[src/rtl/flash_guard_pkg.sv]
// Shared types and JEDEC command bytes for the PRG flash command guard.
package flash_guard_pkg;

  typedef enum logic [2:0] {
    ST_IDLE = 3'd0,
    ST_U1   = 3'd1,
    ST_U2   = 3'd2,
    ST_PROG = 3'd3,
    ST_E0   = 3'd4,
    ST_E1   = 3'd5,
    ST_E2   = 3'd6
  } state_t;

  localparam logic [7:0] CMD_AA = 8'hAA;
  localparam logic [7:0] CMD_55 = 8'h55;
  localparam logic [7:0] CMD_A0 = 8'hA0;
  localparam logic [7:0] CMD_80 = 8'h80;
  localparam logic [7:0] CMD_30 = 8'h30;
  localparam logic [7:0] CMD_10 = 8'h10;
  localparam logic [7:0] CMD_F0 = 8'hF0;

endpackage

[src/rtl/flash_cmd_guard_init_hold.sv]
// init_hold: power-on hold down-counter; done asserts once CYCLES clocks have elapsed after reset.
module init_hold #(
  parameter int CYCLES = 16
) (
  input  logic clk,
  input  logic rst_n,
  output logic done
);

  localparam int CW = $clog2(CYCLES + 1);

  logic [CW-1:0] count;

  always_ff @(posedge clk or negedge rst_n) begin
    if (!rst_n) begin
      count <= CW'(CYCLES);
    end else if (count != '0) begin
      count <= count - CW'(1);
    end
  end

  assign done = (count == '0);

endmodule

[src/rtl/flash_cmd_guard.sv]
// JEDEC command sequencer and write gate for the PRG flash.
// Optional abandon-on-idle timeout is built only when FLASH_CMD_TIMEOUT_EN is defined.
//
// state | meaning
// IDLE  | no sequence in progress
// U1    | first unlock (AA@A) seen
// U2    | second unlock (55@B) seen, awaiting command
// PROG  | program armed, next write is the data
// E0    | erase setup (80) seen
// E1    | erase first unlock seen
// E2    | erase second unlock seen, awaiting confirm
module flash_cmd_guard
  import flash_guard_pkg::*;
#(
  parameter int                ADDR_W         = 12,
  parameter logic [ADDR_W-1:0] UNLOCK_A       = 12'hAAA,
  parameter logic [ADDR_W-1:0] UNLOCK_B       = 12'h555,
  parameter int                INIT_CYCLES    = 16,
  parameter int                TIMEOUT_CYCLES = 1024
) (
  input  logic              m2,
  input  logic              reset_n,
  input  logic              prg_write_enabled,
  input  logic              wr_valid,
  input  logic [ADDR_W-1:0] wr_addr,
  input  logic [7:0]        wr_data,
  output logic              we_allow,
  output logic              init_done,
  output logic              busy,
  output logic              prog_pulse,
  output logic              erase_pulse,
  output logic              seq_error
);

  state_t state;
  state_t next_state;
  logic   step_ok;
  logic   is_f0;
  logic   fire_prog;
  logic   fire_erase;
  logic   at_a;
  logic   at_b;
  logic   timeout_hit;

  init_hold #(.CYCLES(INIT_CYCLES)) u_init_hold (
    .clk   (m2),
    .rst_n (reset_n),
    .done  (init_done)
  );

  assign at_a = (wr_addr == UNLOCK_A);
  assign at_b = (wr_addr == UNLOCK_B);
  assign busy = (state != ST_IDLE);

  always_comb begin
    step_ok    = 1'b0;
    next_state = ST_IDLE;
    fire_prog  = 1'b0;
    fire_erase = 1'b0;
    is_f0      = (wr_data == CMD_F0) && (state != ST_PROG);
    case (state)
      ST_IDLE: if (at_a && wr_data == CMD_AA) begin step_ok = 1'b1; next_state = ST_U1; end
      ST_U1:   if (at_b && wr_data == CMD_55) begin step_ok = 1'b1; next_state = ST_U2; end
      ST_U2: begin
        if (at_a && wr_data == CMD_A0) begin
          step_ok    = 1'b1;
          next_state = ST_PROG;
        end else if (at_a && wr_data == CMD_80) begin
          step_ok    = 1'b1;
          next_state = ST_E0;
        end
      end
      ST_PROG: begin step_ok = 1'b1; fire_prog = 1'b1; end
      ST_E0:   if (at_a && wr_data == CMD_AA) begin step_ok = 1'b1; next_state = ST_E1; end
      ST_E1:   if (at_b && wr_data == CMD_55) begin step_ok = 1'b1; next_state = ST_E2; end
      ST_E2: begin
        if (wr_data == CMD_30 || (at_a && wr_data == CMD_10)) begin
          step_ok    = 1'b1;
          fire_erase = 1'b1;
        end
      end
      default: ;
    endcase
    // Reset command aborts any sequence except an armed program, where it is plain data.
    if (is_f0) begin
      step_ok    = 1'b1;
      next_state = ST_IDLE;
    end
  end

  assign we_allow = init_done & prg_write_enabled & wr_valid & step_ok;

  always_ff @(posedge m2 or negedge reset_n) begin
    if (!reset_n) begin
      state       <= ST_IDLE;
      prog_pulse  <= 1'b0;
      erase_pulse <= 1'b0;
      seq_error   <= 1'b0;
    end else begin
      prog_pulse  <= 1'b0;
      erase_pulse <= 1'b0;
      if (wr_valid && init_done) begin
        if (!prg_write_enabled) begin
          state <= ST_IDLE;
        end else if (step_ok) begin
          state       <= next_state;
          prog_pulse  <= fire_prog;
          erase_pulse <= fire_erase;
          if (is_f0) seq_error <= 1'b0;
        end else begin
          state <= ST_IDLE;
          if (state != ST_IDLE) seq_error <= 1'b1;
        end
      end else if (timeout_hit) begin
        state <= ST_IDLE;
      end
    end
  end

`ifdef FLASH_CMD_TIMEOUT_EN
  localparam int TW = $clog2(TIMEOUT_CYCLES);

  logic [TW-1:0] idle_count;

  always_ff @(posedge m2 or negedge reset_n) begin
    if (!reset_n) begin
      idle_count <= '0;
    end else if (wr_valid || !busy || timeout_hit) begin
      idle_count <= '0;
    end else begin
      idle_count <= idle_count + TW'(1);
    end
  end

  assign timeout_hit = busy && (idle_count == TW'(TIMEOUT_CYCLES - 1));
`else
  // No abandon timer in this build; the parameter stays for interface compatibility.
  assign timeout_hit = (TIMEOUT_CYCLES < 0);
`endif

endmodule

[config.mk]
export PLATFORM = sky130hd
export DESIGN_NAME = flash_cmd_guard
export DESIGN_NICKNAME = d
export VERILOG_FILES = /design/src/rtl/flash_guard_pkg.sv /design/src/rtl/flash_cmd_guard_init_hold.sv /design/src/rtl/flash_cmd_guard.sv
export SDC_FILE = /design/constraint.sdc
export NUM_CORES = 1
export LEC_CHECK = 0
export ABC_AREA = 1
export CAP_MARGIN = 5
export CORE_MARGIN = 5
export CORE_UTILIZATION = 41
export DETAILED_ROUTE_END_ITERATION = 7
export PLACE_DENSITY_LB_ADDON = 0.25
export SLEW_MARGIN = 25
export SYNTH_ARGS = -nofsm -noshare
export SYNTH_HDL_FRONTEND = slang
export SYNTH_SLANG_ARGS = --single-unit
[constraint.sdc]
create_clock -name m2 -period 1.65 [get_ports m2]
set_clock_uncertainty 0.05 [all_clocks]
set_input_delay 0.33 -clock m2 [delete_from_list [all_inputs] [get_ports m2]]
set_output_delay 0.33 -clock m2 [all_outputs]
set_load 0.05 [all_outputs]
; ---- Word level (Yosys, flattened, before mapping)
; Index checks and enable logic that the tools add are counted.
[word_totals]
word_cells = 70
in_bits = 24
output_inout_bits = 6
reg_bits = 11
[classes]
bitwise = 3
n_reduce_logical = 16
n_eq_ne = 17
addsub = 1
muxes = 28
[ops]
columns = operator, n
row1 = $eq 8x8->1 const B, 4
row2 = $mux 3, 7
row3 = $mux 1, 18
row4 = $pmux 3 s5, 1
row5 = $eq 12x11->1 const B, 1
row6 = $eq 12x12->1 const B, 1
row7 = $eq 3x3->1 const B, 3
row8 = $eq 8x5->1 const B, 1
row9 = $eq 8x6->1 const B, 1
row10 = $eq 8x7->1 const B, 1
row11 = $logic_and 1x1->1, 7
row12 = $eq 3x2->1 const B, 2
row13 = $logic_not 5->1, 1
row14 = $pmux 1 s5, 1
row15 = $reduce_bool 5->1, 1
row16 = $sub 5x1->5 const B, 1
row17 = $reduce_and 4->1, 1
row18 = $reduce_or 2->1, 2
row19 = $and 1x1->1, 3
row20 = $eq 3x1->1 const B, 1
row21 = $logic_not 3->1, 1
row22 = $ne 3x2->1 const B, 1
row23 = $reduce_bool 3->1, 1
row24 = $mux 2, 1
row25 = other kinds (3), 3

; ---- Depth between registers and ports, before layout
[depth]
depth_word = 9
mapped_depth = 13
depth_no_buf = 13

; ---- Modules after synthesis
; From an unflattened synthesis, not the netlist that was laid out.
[unflattened]
cells_unflattened = 170
area_unflattened_um2 = 1063.5
[by_module_without_submodules]
columns = module, area_per_inst_um2, n_inst, cells_per_inst, seq_area_each_um2
row1 = flash_cmd_guard, 758.2, 1, 134, 150.1
row2 = init_hold, 305.3, 1, 36, 126.4

; ---- Least setup slack after synthesis
; Ideal clock, no wire load.
[synth_path]
kind = flip-flop to output port
from = register u_init_hold.count[0]
to = output port we_allow
path_buffers = 0
arrival_time_ns = 1.932
stages_incl_launch_ff = 9
required_time_ns = 1.270
slack_ns = -0.662
cell_sequence = dfrtp_1 inv_1 ha_1 nand3_1 inv_1 nand2_1 nor2_4 nand2_4 inv_1
[synth_between]
elab_chain_cells = 4
[synth_rtl]
columns = element, line_no
row1 = "start, declared", flash_cmd_guard_init_hold.sv:12  ; logic [CW-1:0] count;
row2 = "start signal, assigned", flash_cmd_guard_init_hold.sv:16  ; count <= CW'(CYCLES);
row3 = "start signal, assigned", flash_cmd_guard_init_hold.sv:18  ; count <= count - CW'(1);
row4 = $logic_not 5->1, flash_cmd_guard_init_hold.sv:22  ; assign done = (count == '0);
row5 = named net init_done, flash_cmd_guard.sv:28  ; output logic init_done,
row6 = $and 1x1->1 (3 in series), flash_cmd_guard.sv:91  ; assign we_allow = init_done & prg_write_enabled & wr_valid & step_ok;
row7 = "end, declared", flash_cmd_guard.sv:27  ; output logic we_allow,
; The timed path passes the listed nets, and every way through them passes these cells.

; ---- Final worst setup path
[layout_path]
from = input port wr_addr[11]
to = output port we_allow
[layout_between]
elab_chain_cells = 7
elab_cells_between_ends = 16
classes_between = eq/ne (2) / mux (7) / bitwise (1) / reduce/logical (6)
[layout_rtl]
columns = element, line_no
row1 = "start, declared", flash_cmd_guard.sv:25  ; input logic [ADDR_W-1:0] wr_addr,
row2 = $eq 12x12->1, flash_cmd_guard.sv:51  ; assign at_a = (wr_addr == UNLOCK_A);
row3 = "$logic_and 1x1->1, on equally long branches", "flash_cmd_guard.sv:68, flash_cmd_guard.sv:77"
row4 = $mux 1 / $logic_or 1x1->1 (equally long branches), "flash_cmd_guard.sv:68, flash_cmd_guard.sv:77"
row5 = "$mux 1, on equally long branches", "flash_cmd_guard.sv:65, flash_cmd_guard.sv:77"
row6 = $pmux 1 s5 (*), flash_cmd_guard.sv:61  ; case (state)
row7 = $mux 1 (*), flash_cmd_guard.sv:85  ; if (is_f0) begin
row8 = $and 1x1->1 (*), flash_cmd_guard.sv:91
; Mark *: on every way between the ends. The rest lies on a longest branch, timed or not.

==> run metrics <==
die area=3420 um^2; H-tree depth=1; TritonCTS clock tree=yes; final worst slack=-0.527 ns; most frequent cells in the layout=48 x buf_4, 40 x nand2_1, 19 x inv_1, 19 x nor2_1, 18 x dlygate4sd2_1; CP max-delay cell=dlygate4sd2_1; crit-path max cell delay=0.27 ns; Syn. warnings=0; worst reg2reg path endpoint=state[2]; GRT overflow=0; Total Routing Usage GR=0.205; Clock Latency Late Sink=0.26 ns; Syn Inst Count=160; Final nets=267; kind of start point of the critical path=input pin; status=finished, violations left; Worst Path Required=1.27 ns; I/O Buffers=29; Worst Path Arrival=1.80 ns; GP Congestion=0.869; Final Cell Area=1850 um^2; endpoints failing hold=0; CTS clk-pin slew, worst paths=0.07 ns; crit path cell chain=dlygate4sd2_1 > nand2_1 > nor3_2 > nand3_2 > a21oi_2 > nor2_1 > and2_4 > nand2_4 > nand2_4 > clkinvlp_4 > buf_12; routed wire length=3670 um; TritonRoute pass-1 iters=4; initial antenna violation count=0; critical path endpoint category=output port; site row count=17; # hold bufs at CTS=0; WL per Instance=13.6 um; Max Slew Vio Count=0; # IOs=30; maximum VDD drop=0.412 mV; DR iter-0 viols=58; largest net degree at the start of global routing=12; #FFs+latches synth=11; Placed Area=1570 um^2; endpoints failing setup=7; failing checks=negative setup slack; first-pass GRT wire length=5550 um; CTS sink cnt=11; diode count=0; R2R cell count=13; HP Class=in -> async; Slew headroom=0.674; maxcap violations=0; Pleak=0.972 nW; Crit Path Category=in -> out; area of the core=2230 um^2; CTS Buf Count=3; syn_nets=185; total power=0.597 mW; starting density of the core=0.432; commonest non-fill, non-tap cell in the layout=buf_4; detailed-route via count=1,345; Distinct cells, synth=22; reg2reg start=state[0]; Slew @ Worst Pin=0.487 ns; Crit Path Max Fanout=4; vias in the first global route=1,337; share of the cycle needed by the critical path after routing=1.32; cell count after placement=244; FMAX=459 MHz; Root Driver=clkbuf_4; Chip Width=58.5 um; Final HPWL DP=2360 um; Avg Cell Area, Syn=6.03 um^2; Clock Tree Buf Depth=2; Routed Antenna Nets=0; Area Growth Syn to Fin=91.8%; R2R Setup Slk=-0.41 ns; fin crit period=2.18 ns; share of layout cells above drive strength 1=0.432; Die H=58.5 um; Post-Layout Cell Count=269; post-route DRC violation count=0; register area share after synthesis=0.287; RSZ-0062 raised after global routing=yes; Setup TNS=-1.45 ns; via-per-instance ratio=5.00; Worst Hold Slack=0.345 ns; Synth Cell Area=965 um^2; cell mode on critical path=nand2_4; fillers=137; Pwr Density=323 nW/um^2
-- worst max-delay path: cells and delay by family --
family / cells / cell delay [ns]
simple gates: 7 / 0.80
buf+inv: 3 / 0.48
compound gates: 1 / 0.18
-- cell usage after synthesis --
master    n  area (um^2)
nand2_1  47          176
inv_1    26         97.6
nor2_1   26         97.6
nand3_1  13         65.1
dfrtp_1  10          250
nor2_2    6         37.5
nand4_1   5         31.3
nor3_1    4         20.0
a21oi_1   3         15.0
nand2_2   3         18.8
o21ai_0   3         15.0
inv_2     2         7.51
nand2_4   2         22.5
nor2_4    2         22.5
and2_4    1         8.76
and3_1    1         6.26
dfstp_2   1         26.3
ha_1      1         12.5
nor3_2    1         10.0
nor4_1    1         6.26
nor4b_1   1         8.76
xor2_1    1         8.76
-- area by class of cell --
| cell class | instances | area (um^2) | area share |
|---|---|---|---|
| Multi-Input combinational cell | 121 | 727 | 0.393 |
| Timing Repair Buffer | 77 | 671 | 0.362 |
| Sequential cell | 11 | 279 | 0.151 |
| Inverter | 28 | 113 | 0.0609 |
| Tap cell | 28 | 35.0 | 0.0189 |
| Clock buffer | 4 | 26.3 | 0.0142 |
-- stage by stage --
stage	worst slack [ns]	util
floorplan	-0.224	-
finish	-0.527	0.829
global placement	-0.659	0.702
global route	-0.631	0.829
detailed placement	-0.718	0.702
CTS	-0.461	0.789
-- where the power goes --
| part | switching (mW) | total (mW) | internal [mW] |
|---|---|---|---|
| clock network | 0.0866 | 0.180 | 0.0933 |
| registers | 0.00000000212 | 0.270 | 0.270 |
| logic | 0.0785 | 0.148 | 0.0693 |
-- kinds of logic after synthesis --
family | count (synthesis) | synth area share
compound gates | 6 | 0.0311
simple gates | 113 | 0.551
buf+inv | 28 | 0.109
xor+xnor | 1 | 0.00908
fa+ha+maj | 1 | 0.0130
flops | 11 | 0.287
-- repair_timing --
item,CTS,global route
gates resized for setup,37,22
pin swaps,16,11
endpoints found under the setup margin,9,9
endpoints found under the hold margin,0,0
setup buffers,19,5
-- flip-flops by register name, indices dropped and copies added, names as in the netlist --
register / flops
erase_pulse: 1
state: 3
seq_error: 1
prog_pulse: 1
u_init_hold.count: 5
-- worst max-delay path by stage --
stage,slack [ns],end,start,cells after the start
6_report,-0.53,we_allow,wr_addr[11],11
5_1_grt,-0.63,we_allow,wr_addr[2],14
4_1_cts,-0.46,we_allow,state[1],12
3_5_place_dp,-0.72,we_allow,wr_addr[7],11
3_3_place_gp,-0.66,we_allow,wr_data[7],13
2_1_floorplan,-0.22,we_allow,u_init_hold.count[0],8
-- per-layer routing --
layer	share of wire	vias up	track usage	routed length (um)
li1	-	657	-	-
met1	0.40	629	0.237	1460
met2	0.54	49	0.380	1970
met3	0.043	10	0.0373	156
met4	0.021	0	0.0629	78
met5	0	-	0	0
Note: power is estimated with default switching activity, not from simulation.
